==> config.mk <==
export PLATFORM = sky130hd
export DESIGN_NAME = rev_add32_seq_flat
export DESIGN_NICKNAME = d
export VERILOG_FILES = /design/src/rtl/rev_add32_seq_if.sv /design/src/rtl/rev_add32_seq.sv /design/src/flat_wrapper.sv
export SDC_FILE = /design/constraint.sdc
export NUM_CORES = 1
export LEC_CHECK = 0
export ABC_CLOCK_PERIOD_IN_PS = 2980
export BUFFER_PORTS_ARGS = -buffer_cell sky130_fd_sc_hd__buf_2
export CORE_ASPECT_RATIO = 1.25
export CORE_UTILIZATION = 37
export CTS_BUF_LIST = sky130_fd_sc_hd__clkbuf_2 sky130_fd_sc_hd__clkbuf_4 sky130_fd_sc_hd__clkbuf_8
export DETAILED_ROUTE_END_ITERATION = 10
export PLACE_DENSITY = 0.72
export SKIP_LAST_GASP = 1
export SLEW_MARGIN = 5
export SYNTH_ARGS = -nofsm -noshare
export SYNTH_HDL_FRONTEND = slang
export SYNTH_SLANG_ARGS = --single-unit
==> constraint.sdc <==
create_clock -name clk -period 2.98 [get_ports clk]
set_input_delay 0.447 -clock clk [delete_from_list [all_inputs] [get_ports clk]]
set_output_delay 0.447 -clock clk [all_outputs]
set_load 0.02 [all_outputs]
==> src/rtl/rev_add32_seq_if.sv <==
// rev_add32_seq_if
//   Transaction bundle between rev_add32_seq and its upstream/downstream logic.
//   Parameter CNT_W : width of the completed-operation counter (op_count).
//   Signals:
//     in_valid / in_ready   upstream operation handshake
//     a, b, cin             32-bit operands and carry-in
//     out_valid / out_ready downstream result handshake
//     sum, cout             32-bit result and carry-out of bit 31
//     rev_err               restored-operand mismatch flag for this result
//     op_count              completed result handshakes, modulo 2^CNT_W
//   Modports:
//     master : the side that issues operations and consumes results
//     slave  : the controller (rev_add32_seq)
interface rev_add32_seq_if #(
    parameter int CNT_W = 8
);
    logic             in_valid;
    logic             in_ready;
    logic [31:0]      a;
    logic [31:0]      b;
    logic             cin;
    logic             out_valid;
    logic             out_ready;
    logic [31:0]      sum;
    logic             cout;
    logic             rev_err;
    logic [CNT_W-1:0] op_count;

    modport master (
        output in_valid, a, b, cin, out_ready,
        input  in_ready, out_valid, sum, cout, rev_err, op_count
    );

    modport slave (
        input  in_valid, a, b, cin, out_ready,
        output in_ready, out_valid, sum, cout, rev_err, op_count
    );
endinterface

==> src/rtl/rev_add32_seq.sv <==
// rev_add32_seq
//   Performs a 32-bit addition {cout,sum} = a + b + cin by driving an external
//   combinational 16-bit reversible adder twice: low halfword first, then the
//   high halfword with the carry produced by the low pass.
//
//   Ports:
//     clk       sole clock, rising edge
//     rst_n     synchronous, active-low reset
//     bus       rev_add32_seq_if.slave (valid/ready operation in, result out,
//               rev_err flag, op_count)
//     add_a/add_b/add_cin   operand halves and carry driven to the adder
//     add_sum/add_cout      adder result
//     add_aout/add_bout     adder restored operands
//
//   Optional feature (macro REV_CHECK_EN): when defined, the restored operands
//   are compared with what was driven during both adder passes and any
//   mismatch is reported on rev_err with the result. When undefined, the
//   comparison is absent, rev_err is 0 and add_aout/add_bout are ignored.
//
//   FSM: IDLE -> LO -> HI -> DONE -> IDLE. Every output is a register, so the
//   adder drive values are loaded on the edge that enters the state using them.
module rev_add32_seq #(
    parameter int CNT_W = 8
) (
    input  logic        clk,
    input  logic        rst_n,
    rev_add32_seq_if.slave bus,
    output logic [15:0] add_a,
    output logic [15:0] add_b,
    output logic        add_cin,
    input  logic [15:0] add_sum,
    input  logic        add_cout,
    input  logic [15:0] add_aout,
    input  logic [15:0] add_bout
);

    typedef enum logic [1:0] {
        IDLE = 2'd0,
        LO   = 2'd1,
        HI   = 2'd2,
        DONE = 2'd3
    } state_t;

    state_t           state_reg;
    // Only the upper halves need holding: the lower halves go straight into
    // the add_a/add_b registers on the accept edge.
    logic [15:0]      a_hi_reg;
    logic [15:0]      b_hi_reg;
    logic [31:0]      sum_reg;
    logic             cout_reg;
    logic             in_ready_reg;
    logic             out_valid_reg;
    logic [CNT_W-1:0] op_count_reg;
    logic [15:0]      add_a_reg;
    logic [15:0]      add_b_reg;
    logic             add_cin_reg;

`ifdef REV_CHECK_EN
    logic             err_reg;
    logic             rev_err_reg;
    logic             mismatch;

    // add_a_reg/add_b_reg are exactly what the adder sees this cycle.
    assign mismatch = (add_aout != add_a_reg) || (add_bout != add_b_reg);
`else
    logic             unused_restored;

    assign unused_restored = ^{add_aout, add_bout};
`endif

    always_ff @(posedge clk) begin
        if (!rst_n) begin
            state_reg     <= IDLE;
            a_hi_reg      <= '0;
            b_hi_reg      <= '0;
            sum_reg       <= '0;
            cout_reg      <= 1'b0;
            in_ready_reg  <= 1'b1;
            out_valid_reg <= 1'b0;
            op_count_reg  <= '0;
            add_a_reg     <= '0;
            add_b_reg     <= '0;
            add_cin_reg   <= 1'b0;
`ifdef REV_CHECK_EN
            err_reg       <= 1'b0;
            rev_err_reg   <= 1'b0;
`endif
        end else begin
            case (state_reg)
                IDLE: begin
                    if (bus.in_valid && in_ready_reg) begin
                        a_hi_reg     <= bus.a[31:16];
                        b_hi_reg     <= bus.b[31:16];
                        add_a_reg    <= bus.a[15:0];
                        add_b_reg    <= bus.b[15:0];
                        add_cin_reg  <= bus.cin;
                        in_ready_reg <= 1'b0;
`ifdef REV_CHECK_EN
                        err_reg      <= 1'b0;
`endif
                        state_reg    <= LO;
                    end
                end
                LO: begin
                    sum_reg[15:0] <= add_sum;
                    // The low-pass carry is loaded directly as the high-pass
                    // carry input; it doubles as the registered carry.
                    add_a_reg     <= a_hi_reg;
                    add_b_reg     <= b_hi_reg;
                    add_cin_reg   <= add_cout;
`ifdef REV_CHECK_EN
                    err_reg       <= err_reg | mismatch;
`endif
                    state_reg     <= HI;
                end
                HI: begin
                    sum_reg[31:16] <= add_sum;
                    cout_reg       <= add_cout;
                    add_a_reg      <= '0;
                    add_b_reg      <= '0;
                    add_cin_reg    <= 1'b0;
                    out_valid_reg  <= 1'b1;
`ifdef REV_CHECK_EN
                    err_reg        <= err_reg | mismatch;
                    rev_err_reg    <= err_reg | mismatch;
`endif
                    state_reg      <= DONE;
                end
                DONE: begin
                    // in_ready stays low here so a new accept can never share
                    // the result-handshake edge.
                    if (bus.out_ready) begin
                        out_valid_reg <= 1'b0;
                        in_ready_reg  <= 1'b1;
                        op_count_reg  <= op_count_reg + CNT_W'(1);
`ifdef REV_CHECK_EN
                        rev_err_reg   <= 1'b0;
`endif
                        state_reg     <= IDLE;
                    end
                end
                default: begin
                    state_reg <= IDLE;
                end
            endcase
        end
    end

    assign bus.in_ready  = in_ready_reg;
    assign bus.out_valid = out_valid_reg;
    assign bus.sum       = sum_reg;
    assign bus.cout      = cout_reg;
    assign bus.op_count  = op_count_reg;
`ifdef REV_CHECK_EN
    assign bus.rev_err   = rev_err_reg;
`else
    assign bus.rev_err   = 1'b0;
`endif

    assign add_a   = add_a_reg;
    assign add_b   = add_b_reg;
    assign add_cin = add_cin_reg;

endmodule

==> src/flat_wrapper.sv <==
// flat-port wrapper written by rule: the top's interface ports become plain ports
module rev_add32_seq_flat 
#(
    parameter int CNT_W = 8
)
  (clk, rst_n, add_a, add_b, add_cin, add_sum, add_cout, add_aout, add_bout, bus_in_valid, bus_a, bus_b, bus_cin, bus_out_ready, bus_in_ready, bus_out_valid, bus_sum, bus_cout, bus_rev_err, bus_op_count);
  rev_add32_seq_if #(.CNT_W(CNT_W)) bus_i ();
  input  logic clk;
  input  logic rst_n;
  output logic [15:0] add_a;
  output logic [15:0] add_b;
  output logic add_cin;
  input  logic [15:0] add_sum;
  input  logic add_cout;
  input  logic [15:0] add_aout;
  input  logic [15:0] add_bout;
  input wire logic [$bits(bus_i.in_valid)-1:0] bus_in_valid;
  input wire logic [$bits(bus_i.a)-1:0] bus_a;
  input wire logic [$bits(bus_i.b)-1:0] bus_b;
  input wire logic [$bits(bus_i.cin)-1:0] bus_cin;
  input wire logic [$bits(bus_i.out_ready)-1:0] bus_out_ready;
  output wire logic [$bits(bus_i.in_ready)-1:0] bus_in_ready;
  output wire logic [$bits(bus_i.out_valid)-1:0] bus_out_valid;
  output wire logic [$bits(bus_i.sum)-1:0] bus_sum;
  output wire logic [$bits(bus_i.cout)-1:0] bus_cout;
  output wire logic [$bits(bus_i.rev_err)-1:0] bus_rev_err;
  output wire logic [$bits(bus_i.op_count)-1:0] bus_op_count;
  assign bus_i.in_valid = bus_in_valid;
  assign bus_i.a = bus_a;
  assign bus_i.b = bus_b;
  assign bus_i.cin = bus_cin;
  assign bus_i.out_ready = bus_out_ready;
  assign bus_in_ready = bus_i.in_ready;
  assign bus_out_valid = bus_i.out_valid;
  assign bus_sum = bus_i.sum;
  assign bus_cout = bus_i.cout;
  assign bus_rev_err = bus_i.rev_err;
  assign bus_op_count = bus_i.op_count;
  rev_add32_seq #(.CNT_W(CNT_W)) u_core (.clk(clk), .rst_n(rst_n), .bus(bus_i), .add_a(add_a), .add_b(add_b), .add_cin(add_cin), .add_sum(add_sum), .add_cout(add_cout), .add_aout(add_aout), .add_bout(add_bout));
endmodule
==> results of run 1 <==
worst reg2reg max path: stages (launching register included):
cell     delay [ps]
dfxtp_1         430
inv_1           110
ha_2            690
buf_4           360
nand3_1         120
a211o_1         340
a21oi_1         150
routing by layer:
layer | track usage [%] | wire (µm) | up-vias
met5 | 0 | 0 | -
met4 | 6.47 | 140 | 0
met3 | 4.70 | 681 | 9
met2 | 32.6 | 5860 | 114
met1 | 21.1 | 5070 | 2024
li1 | - | - | 2150
Yosys cell counts (2+ instances only):
master,count
a211o_1,33
a21oi_1,75
buf_2,17
buf_4,3
clkbuf_1,27
dfxtp_1,110
ha_1,7
inv_1,5
mux2i_1,33
nand2_1,68
nand2b_1,33
nand3_1,38
nand4_1,2
nor2_1,36
o21ai_0,38
o31ai_1,2
or3_1,3
or4_1,2
kinds of logic (layout without fill, tap and decap cells):
| group | Yosys count | after routing | synth area share, % |
|---|---|---|---|
| DFF | 110 | 110 | 47.2 |
| muxes | 34 | 34 | 7.32 |
| adders and majority gates | 7 | 7 | 1.88 |
| buffers and inverters | 55 | 194 | 5.15 |
| AOI/OAI and AO/OA | 151 | 151 | 19.2 |
| and+or+nand+nor | 188 | 188 | 18.8 |
| other | 1 | 1 | 0.0803 |
| xor gates and xnor gates | 2 | 2 | 0.375 |
final timing paths:
kind	startpoint	endpoint	slack [ps]
worst min register to register	u_core.a_hi_reg[2]	u_core.a_hi_reg[2]	460
worst max-delay path	u_core.state_reg[0]	u_core.add_b[4]	710
worst min-delay path	rst_n	u_core.bus.in_ready	290
worst max register to register	u_core.state_reg[0]	u_core.add_b[4]	710
cell usage in the layout, fill, tap and decap left out, drive strengths merged:
cell / netlist / final
dfxtp: 110 / 110
o31ai: 2 / 2
or4: 2 / 2
o21ai: 38 / 38
conb: 1 / 1
xor2: 1 / 1
nand4: 3 / 3
mux2: 1 / 1
or2b: 1 / 1
xnor2: 1 / 1
clkbuf: 28 / 10
nand2b: 33 / 33
nor4: 1 / 1
nor2: 36 / 36
a21bo: 1 / 1
buf: 21 / 172
nand3: 38 / 38
inv: 6 / 7
nor2b: 1 / 1
a211o: 33 / 33
a211oi: 1 / 1
clkinv: 0 / 2
bufinv: 0 / 1
and3: 1 / 1
clkinvlp: 0 / 2
mux2i: 33 / 33
nand2: 68 / 68
nor3: 1 / 1
ha: 7 / 7
or3: 3 / 3
a21boi: 1 / 1
a21oi: 75 / 75
power by group through the flow:
stage	combinational [mW]	clock (mW)	sequential [mW]
after floorplan	1.56	0	2.38
after global placement	2.54	0	2.04
after detailed placement	2.61	0	2.06
after CTS	2.62	0.947	2.03
after global routing	2.85	1.00	2.07
final	2.58	0.905	2.03
layout make-up:
| cell class | instances | share of cell area [%] |
|---|---|---|
| multi-input cells | 383 | 38.7 |
| flip-flops and latches | 110 | 38.1 |
| repair buffers | 172 | 15.8 |
| well taps | 164 | 3.55 |
| clock buffers | 10 | 2.27 |
| clock inverters | 6 | 1.17 |
| inverters | 6 | 0.411 |
==> flow_summary_export.csv, run 1 <==
group,metric,value,unit
grt,grt_max_degree,72,
timing,whs,286,ps
worst_setup_path,crit_required,3280,ps
cells_and_area,area_delta_synth_final,23.9,%
synth,synth_ff_type,"dfxtp_1",
cells_and_area,largest_reg_flops,32,
worst_setup_path,path_class,"reg2reg",
cells_and_area,design_area,5780,µm²
cells_and_area,utilization,47.3,%
clocking,cts_setup_buffers,0,
grt,grt_usage,18.5,%
cells_and_area,multi_input_area,2240,µm²
clocking,htree_levels,3,
grt,overflow,0,
timing,worst_pin_slew,749,ps
clocking,clkTransAtPathRegs,100,ps
synth,synthTopCellsByArea,"dfxtp_1 (47%), a21oi_1 (8.0%), mux2i_1 (7.1%), a211o_1 (6.2%), nand2_1 (5.5%)",
power,power.density,954,nW/µm²
route,drtAntennaViolNets,0,
hold_path,holdPathStages,2,
power,internal_power,3.27,mW
timing,max_slew_margin,50.0,%
route,vias_per_cell,5.05,
timing,setup_slack,715,ps
synth,ys_seq_area_share,47.2,%
cells_and_area,antenna_cells,0,
clocking,clk_latency,360,ps
cells_and_area,nets,807,
die,fp-row-count,45,
worst_setup_path,cp.depth,6,
cells_and_area,regArea,2200,µm²
cells_and_area,drive_above_1_share,28.5,%
timing,min_period,2270,ps
hold_path,hp-class,"in2reg",
cells_and_area,fillCellCount,1190,
job,cap_violations,0,
die,die_x,102,µm
route,drc,0,
synth,avgSynthCellArea,8.52,µm²
clocking,tritoncts,"done",
timing,rsz0062_at_grt,"false",
synth,yosys_register_bits,110,
timing,period_share,76.0,%
status,status,"completed",
route,drt-wirelength-per-cell,13.8,µm
worst_setup_path,startpoint_type,"register",
worst_setup_path,cp_max_fo,34,
route,dr.pass1.iters,4,
grt,grt_pass1_wl,19.2,mm
clocking,cts_root_buffer,"clkbuf_8",
clocking,postCtsHoldBufs,0,
clocking,cts_resized,0,
clocking,cts_buffer_depth,2,
synth,async_reset_ff_share,0,%
worst_setup_path,path_buf_inv,2,
synth,synth-edff-count,0,
die,io_pins,195,
worst_setup_path,path_cells,"inv_1 -> ha_2 -> buf_4 -> nand3_1 -> a211o_1 -> a21oi_1",
synth,synth.largest_area_cell,"dfxtp_1",
worst_setup_path,end_kind,"register",
worst_setup_path,crit_arrival,2560,ps
synth,netlist.area_leader.share,47.2,%
place,port_buffers,161,
cells_and_area,fin_cells,851,
route,finalWirelength,11.8,mm
synth,synth_cell_types,34,
place,gp_congestion,0.742,
clocking,cts_made_buffers,9,
grt,first_global_vias,4228,
place,dp_slack,704,ps
route,first_iter_violations,170,
timing,fin_skew,10.2,ps
power,p_total,5.52,mW
die,coreArea,12200,µm²
timing,report.final.slew_viol_count,0,
power,peakVddDrop,0.463,mV
power,netSwitchingPower,2.25,mW
synth,syn_inst,548,
synth,syn-num-nets,673,
power,sw_frac_of_total,40.7,%
die,start_util,38.2,%
place,dp_hpwl,8.11,mm
timing,hold_viol_final,0,
power,power_frac_clock,16.4,%
die,die_height,128,µm
grt,antenna_found_initial,0,
timing,tns,0,ps
die,dieArea,13100,µm²
power,cellLeakagePower,2.47,nW
power,seqPwrFrac,36.7,%
timing,max_freq,0.441,GHz
timing,finalSetupViolations,0,
synth,synth_warnings,0,
synth,syn_area,4670,µm²
worst_setup_path,cp_top_family,"adder cells",
route,vias,4297,
worst_setup_path,reg2reg_depth,6,
clocking,clock-sinks,110,
place,dpl.cell_count,835,
worst_setup_path,critPathMaxStageDelay,690,ps
power,power_frac_comb,46.9,%
worst_setup_path,cpMaxStageDelayCell,"ha_2",
place,dpl-instance-area,5590,µm²
Note: power is estimated with default switching activity, not from simulation.
==> inputs of run 2 (changes only) <==
--- a/config.mk
+++ b/config.mk
@@ -5,13 +5,13 @@
 export SDC_FILE = /design/constraint.sdc
 export NUM_CORES = 1
 export LEC_CHECK = 0
-export ABC_CLOCK_PERIOD_IN_PS = 2980
+export ABC_CLOCK_PERIOD_IN_PS = 1900
 export BUFFER_PORTS_ARGS = -buffer_cell sky130_fd_sc_hd__buf_2
 export CORE_ASPECT_RATIO = 1.25
 export CORE_UTILIZATION = 37
 export CTS_BUF_LIST = sky130_fd_sc_hd__clkbuf_2 sky130_fd_sc_hd__clkbuf_4 sky130_fd_sc_hd__clkbuf_8
 export DETAILED_ROUTE_END_ITERATION = 10
-export PLACE_DENSITY = 0.72
+export PLACE_DENSITY = 0.75
 export SKIP_LAST_GASP = 1
 export SLEW_MARGIN = 5
 export SYNTH_ARGS = -nofsm -noshare
==> constraint.sdc (replaced) <==
create_clock -name clk -period 1.9 [get_ports clk]
set_input_delay 0.285 -clock clk [delete_from_list [all_inputs] [get_ports clk]]
set_output_delay 0.285 -clock clk [all_outputs]
set_load 0.02 [all_outputs]
==> flow_summary_export.csv, run 2 (synthesis results as in run 1) <==
group,metric,value,unit
status,status,"completed",
cells_and_area,area_delta_synth_final,26.3,%
cells_and_area,final_common_cell,"buf_2",
cells_and_area,fin_cells,857,
timing,report.final.slew_viol_count,0,
die,start_util,38.2,%
grt,grt_max_degree,46,
cells_and_area,design_area,5900,µm²
clocking,cts_buffer_depth,2,
hold_path,hp-class,"in2reg",
timing,tns,0,ps
clocking,cts_setup_buffers,0,
route,drc,0,
timing,max_freq,0.592,GHz
route,vias,4302,
worst_setup_path,r2r_start,"u_core.state_reg[1]",
cells_and_area,layout_common_cells,"buf_2 (161), dfxtp_1 (109), a21oi_1 (75)",
timing,period_share,88.9,%
clocking,clk_latency,370,ps
worst_setup_path,crit_required,2190,ps
clocking,cts_made_buffers,9,
grt,overflow,0,
place,dpl-instance-area,5690,µm²
cells_and_area,nets,813,
timing,hold_viol_final,0,
place,gp_congestion,0.747,
hold_path,holdPathStages,2,
clocking,htree_levels,3,
timing,fin_skew,15.6,ps
route,first_iter_violations,157,
die,dieArea,13100,µm²
worst_setup_path,crit_arrival,1980,ps
grt,grt_usage,17.9,%
clocking,clock-sinks,110,
place,dp_slack,171,ps
timing,setup_slack,211,ps
die,coreArea,12200,µm²
cells_and_area,multi_input_area,2240,µm²
route,vias_per_cell,5.02,
worst_setup_path,cp_max_fo,41,
worst_setup_path,end_kind,"register",
grt,antenna_found_initial,0,
timing,finalSetupViolations,0,
route,dr.pass1.iters,4,
timing,min_period,1690,ps
power,power.density,1510,nW/µm²
worst_setup_path,startpoint_type,"register",
timing,whs,119,ps
hold_path,hold_start,"rst_n",
cells_and_area,largest_reg_flops,32,
route,drt-wirelength-per-cell,13.5,µm
place,port_buffers,161,
timing,rsz0062_at_grt,"false",
grt,first_global_vias,4035,
route,drtAntennaViolNets,0,
cells_and_area,fillCellCount,1220,
worst_setup_path,worstSetupStartpoint,"u_core.state_reg[1]",
clocking,tritoncts,"done",
job,cap_violations,0,
worst_setup_path,path_class,"reg2reg",
die,die_x,102,µm
die,die_height,128,µm
cells_and_area,drive_above_1_share,29.3,%
clocking,cts_root_buffer,"clkbuf_8",
place,dp_hpwl,7.92,mm
power,peakVddDrop,0.828,mV
route,finalWirelength,11.6,mm
power,cellLeakagePower,2.53,nW
grt,grt_pass1_wl,18.5,mm
cells_and_area,antenna_cells,0,
place,dpl.cell_count,841,
die,fp-row-count,45,
clocking,clkTransAtPathRegs,100,ps
worst_setup_path,reg2reg_depth,6,
cells_and_area,regArea,2200,µm²
die,io_pins,195,
-- run 2: cell types whose count changed in the layout (fill, tap and decap cells not counted) --
cell,before,now
clkbuf_4,1,0
dfxtp_2,0,1
dfxtp_1,110,109
inv_8,0,1
buf_12,2,7
buf_4,9,10
clkinvlp_4,2,1
clkinv_4,0,1
-- run 2: worst max-delay path, cell delays in order (launching register included) --
cell	delay (ps)
dfxtp_2	380
inv_1	80
ha_2	390
buf_12	200
nand3_1	100
a211o_1	300
a21oi_1	150
-- run 2: power by group --
group          internal (mW)  switching, mW  total, mW  leakage [nW]
clock network          0.629          0.835       1.46         0.102
logic                   1.80           2.49       4.29          1.53
registers               2.89          0.282       3.17         0.899
total                   5.32           3.61       8.92          2.53
-- run 2: layout make-up --
cell class	count	share of cell area [%]
Tap cell	164	3.48
Inverter	6	0.403
Sequential cell	110	37.4
Timing Repair Buffer	178	17.3
Clock buffer	9	2.10
Clock inverter	7	1.36
Multi-Input combinational cell	383	38.0
-- run 2: final timing paths --
path | slack [ps] | to
worst min register to register | 460 | u_core.a_hi_reg[1]
worst min-delay path | 120 | u_core.bus.in_ready
worst max-delay path | 210 | u_core.add_a[1]
worst max register to register | 210 | u_core.add_a[1]
-- run 2: per-layer routing --
layer | up-vias | track usage, % | share of wire, %
met5 | - | 0 | 0
met4 | 0 | 4.71 | 0.93
met3 | 9 | 4.92 | 6.6
met2 | 128 | 31.5 | 49
met1 | 2000 | 20.9 | 44
li1 | 2165 | - | -
-- run 2: metrics by stage --
| step | utilization, % | power [mW] |
|---|---|---|
| finish | 48.3 | 8.92 |
| global route | 48.3 | 9.54 |
| CTS | 48.3 | 9.02 |
| detailed placement | 46.6 | 7.55 |
| global placement | 46.6 | 7.47 |
| floorplan | - | 6.18 |
-- run 2: timing repair --
item	in CTS	in global routing
resized for setup	0	1
hold buffers	0	0
setup endpoints to repair	0	1
hold endpoints to repair	0	0
==> inputs of run 3 (changes only) <==
--- a/config.mk
+++ b/config.mk
@@ -11,6 +11,7 @@
 export CORE_UTILIZATION = 37
 export CTS_BUF_LIST = sky130_fd_sc_hd__clkbuf_2 sky130_fd_sc_hd__clkbuf_4 sky130_fd_sc_hd__clkbuf_8
 export DETAILED_ROUTE_END_ITERATION = 10
+export MAX_ROUTING_LAYER = met4
 export PLACE_DENSITY = 0.75
 export SKIP_LAST_GASP = 1
 export SLEW_MARGIN = 5
==> flow_summary_export.csv, run 3 (synthesis results as in run 1) <==
group,metric,value,unit
clocking,tritoncts,"done",
clocking,postCtsHoldBufs,0,
die,coreArea,12200,µm²
clocking,cts_setup_buffers,0,
route,drtAntennaViolNets,0,
worst_setup_path,path_cells,"inv_1 -> ha_2 -> buf_12 -> nand3_1 -> a211o_1 -> a21oi_1",
cells_and_area,fillCellCount,1220,
worst_setup_path,startpoint_type,"register",
timing,period_share,88.7,%
clocking,clkTransAtPathRegs,100,ps
timing,tns,0,ps
place,gp_congestion,0.757,
cells_and_area,utilization,48.3,%
die,die_height,128,µm
timing,setup_slack,215,ps
worst_setup_path,r2r_start,"u_core.state_reg[1]",
timing,whs,119,ps
clocking,cts_resized,0,
power,power.density,1510,nW/µm²
cells_and_area,area_delta_synth_final,26.3,%
timing,finalSetupViolations,0,
worst_setup_path,cp_max_fo,41,
route,first_iter_violations,151,
die,io_pins,195,
hold_path,hold_start,"rst_n",
worst_setup_path,worstSetupStartpoint,"u_core.state_reg[1]",
timing,fin_skew,15.0,ps
die,fp-row-count,45,
worst_setup_path,crit_arrival,1970,ps
worst_setup_path,crit_required,2190,ps
power,peakVddDrop,0.830,mV
worst_setup_path,cpMaxStageDelayCell,"ha_2",
route,drc,0,
power,cellLeakagePower,2.53,nW
cells_and_area,antenna_cells,0,
cells_and_area,design_area,5900,µm²
power,p_total,8.92,mW
worst_setup_path,path_class,"reg2reg",
timing,report.final.slew_viol_count,0,
place,dpl.cell_count,841,
status,status,"completed",
place,dp_hpwl,7.92,mm
clocking,cts_made_buffers,9,
timing,min_period,1690,ps
cells_and_area,fin_cells,857,
cells_and_area,layout_common_cells,"buf_2 (161), dfxtp_1 (109), a21oi_1 (75)",
cells_and_area,largest_reg_flops,32,
route,dr.pass1.iters,5,
timing,max_freq,0.593,GHz
timing,rsz0062_at_grt,"false",
hold_path,hp-class,"in2reg",
job,cap_violations,0,
clocking,clock-sinks,110,
die,die_x,102,µm
place,port_buffers,161,
grt,antenna_found_initial,0,
route,drt-wirelength-per-cell,13.5,µm
grt,grt_pass1_wl,18.5,mm
place,dp_slack,171,ps
clocking,cts_root_buffer,"clkbuf_8",
place,dpl-instance-area,5690,µm²
worst_setup_path,end_kind,"register",
grt,grt_usage,18.4,%
route,finalWirelength,11.6,mm
timing,hold_viol_final,0,
clocking,clk_latency,370,ps
die,start_util,38.2,%
cells_and_area,nets,813,
cells_and_area,drive_above_1_share,29.3,%
grt,grt_max_degree,46,
route,vias_per_cell,5.03,
route,vias,4310,
grt,first_global_vias,4034,
die,dieArea,13100,µm²
cells_and_area,final_common_cell,"buf_2",
clocking,htree_levels,3,
worst_setup_path,critPathMaxStageDelay,390,ps
clocking,cts_buffer_depth,2,
grt,overflow,0,
==> run 3: final timing paths <==
path | end | slack, ps | cells after the start
setup reg to reg | u_core.add_a[1] | 210 | 6
hold reg to reg | u_core.b_hi_reg[0] | 460 | 2
hold / removal | u_core.bus.in_ready | 120 | 2
setup / recovery | u_core.add_a[1] | 210 | 6
==> run 3: final cells by class <==
| cell class | count | area (µm²) | area share (%) |
|---|---|---|---|
| Sequential cell | 110 | 2200 | 37.4 |
| Tap cell | 164 | 205 | 3.48 |
| Clock buffer | 9 | 124 | 2.10 |
| Multi-Input combinational cell | 383 | 2240 | 38.0 |
| Timing Repair Buffer | 178 | 1020 | 17.3 |
| Inverter | 6 | 23.8 | 0.403 |
| Clock inverter | 7 | 80.1 | 1.36 |
==> run 3: layer usage <==
| metal | wire length [µm] | share of wire [%] | track usage [%] | up-vias |
|---|---|---|---|---|
| met3 | 647 | 5.6 | 4.16 | 7 |
| li1 | - | - | - | 2163 |
| met5 | 0 | 0 | - | - |
| met4 | 104 | 0.90 | 4.71 | 0 |
| met2 | 5660 | 49 | 31.5 | 132 |
| met1 | 5140 | 44 | 21.6 | 2008 |
==> run 3: critical path, delay by kind of cell, from the launching register on <==
family / cells / cell delay (ps)
fa+ha+maj: 1 / 390
simple gates: 1 / 100
flops: 1 / 380
buf+inv: 2 / 280
compound gates: 2 / 450
==> run 3: power by group <==
group | leakage (nW) | internal [mW] | total, mW | switching (mW)
clock | 0.102 | 0.629 | 1.46 | 0.835
combinational | 1.53 | 1.80 | 4.29 | 2.49
sequential | 0.899 | 2.89 | 3.17 | 0.281
total | 2.53 | 5.32 | 8.92 | 3.61
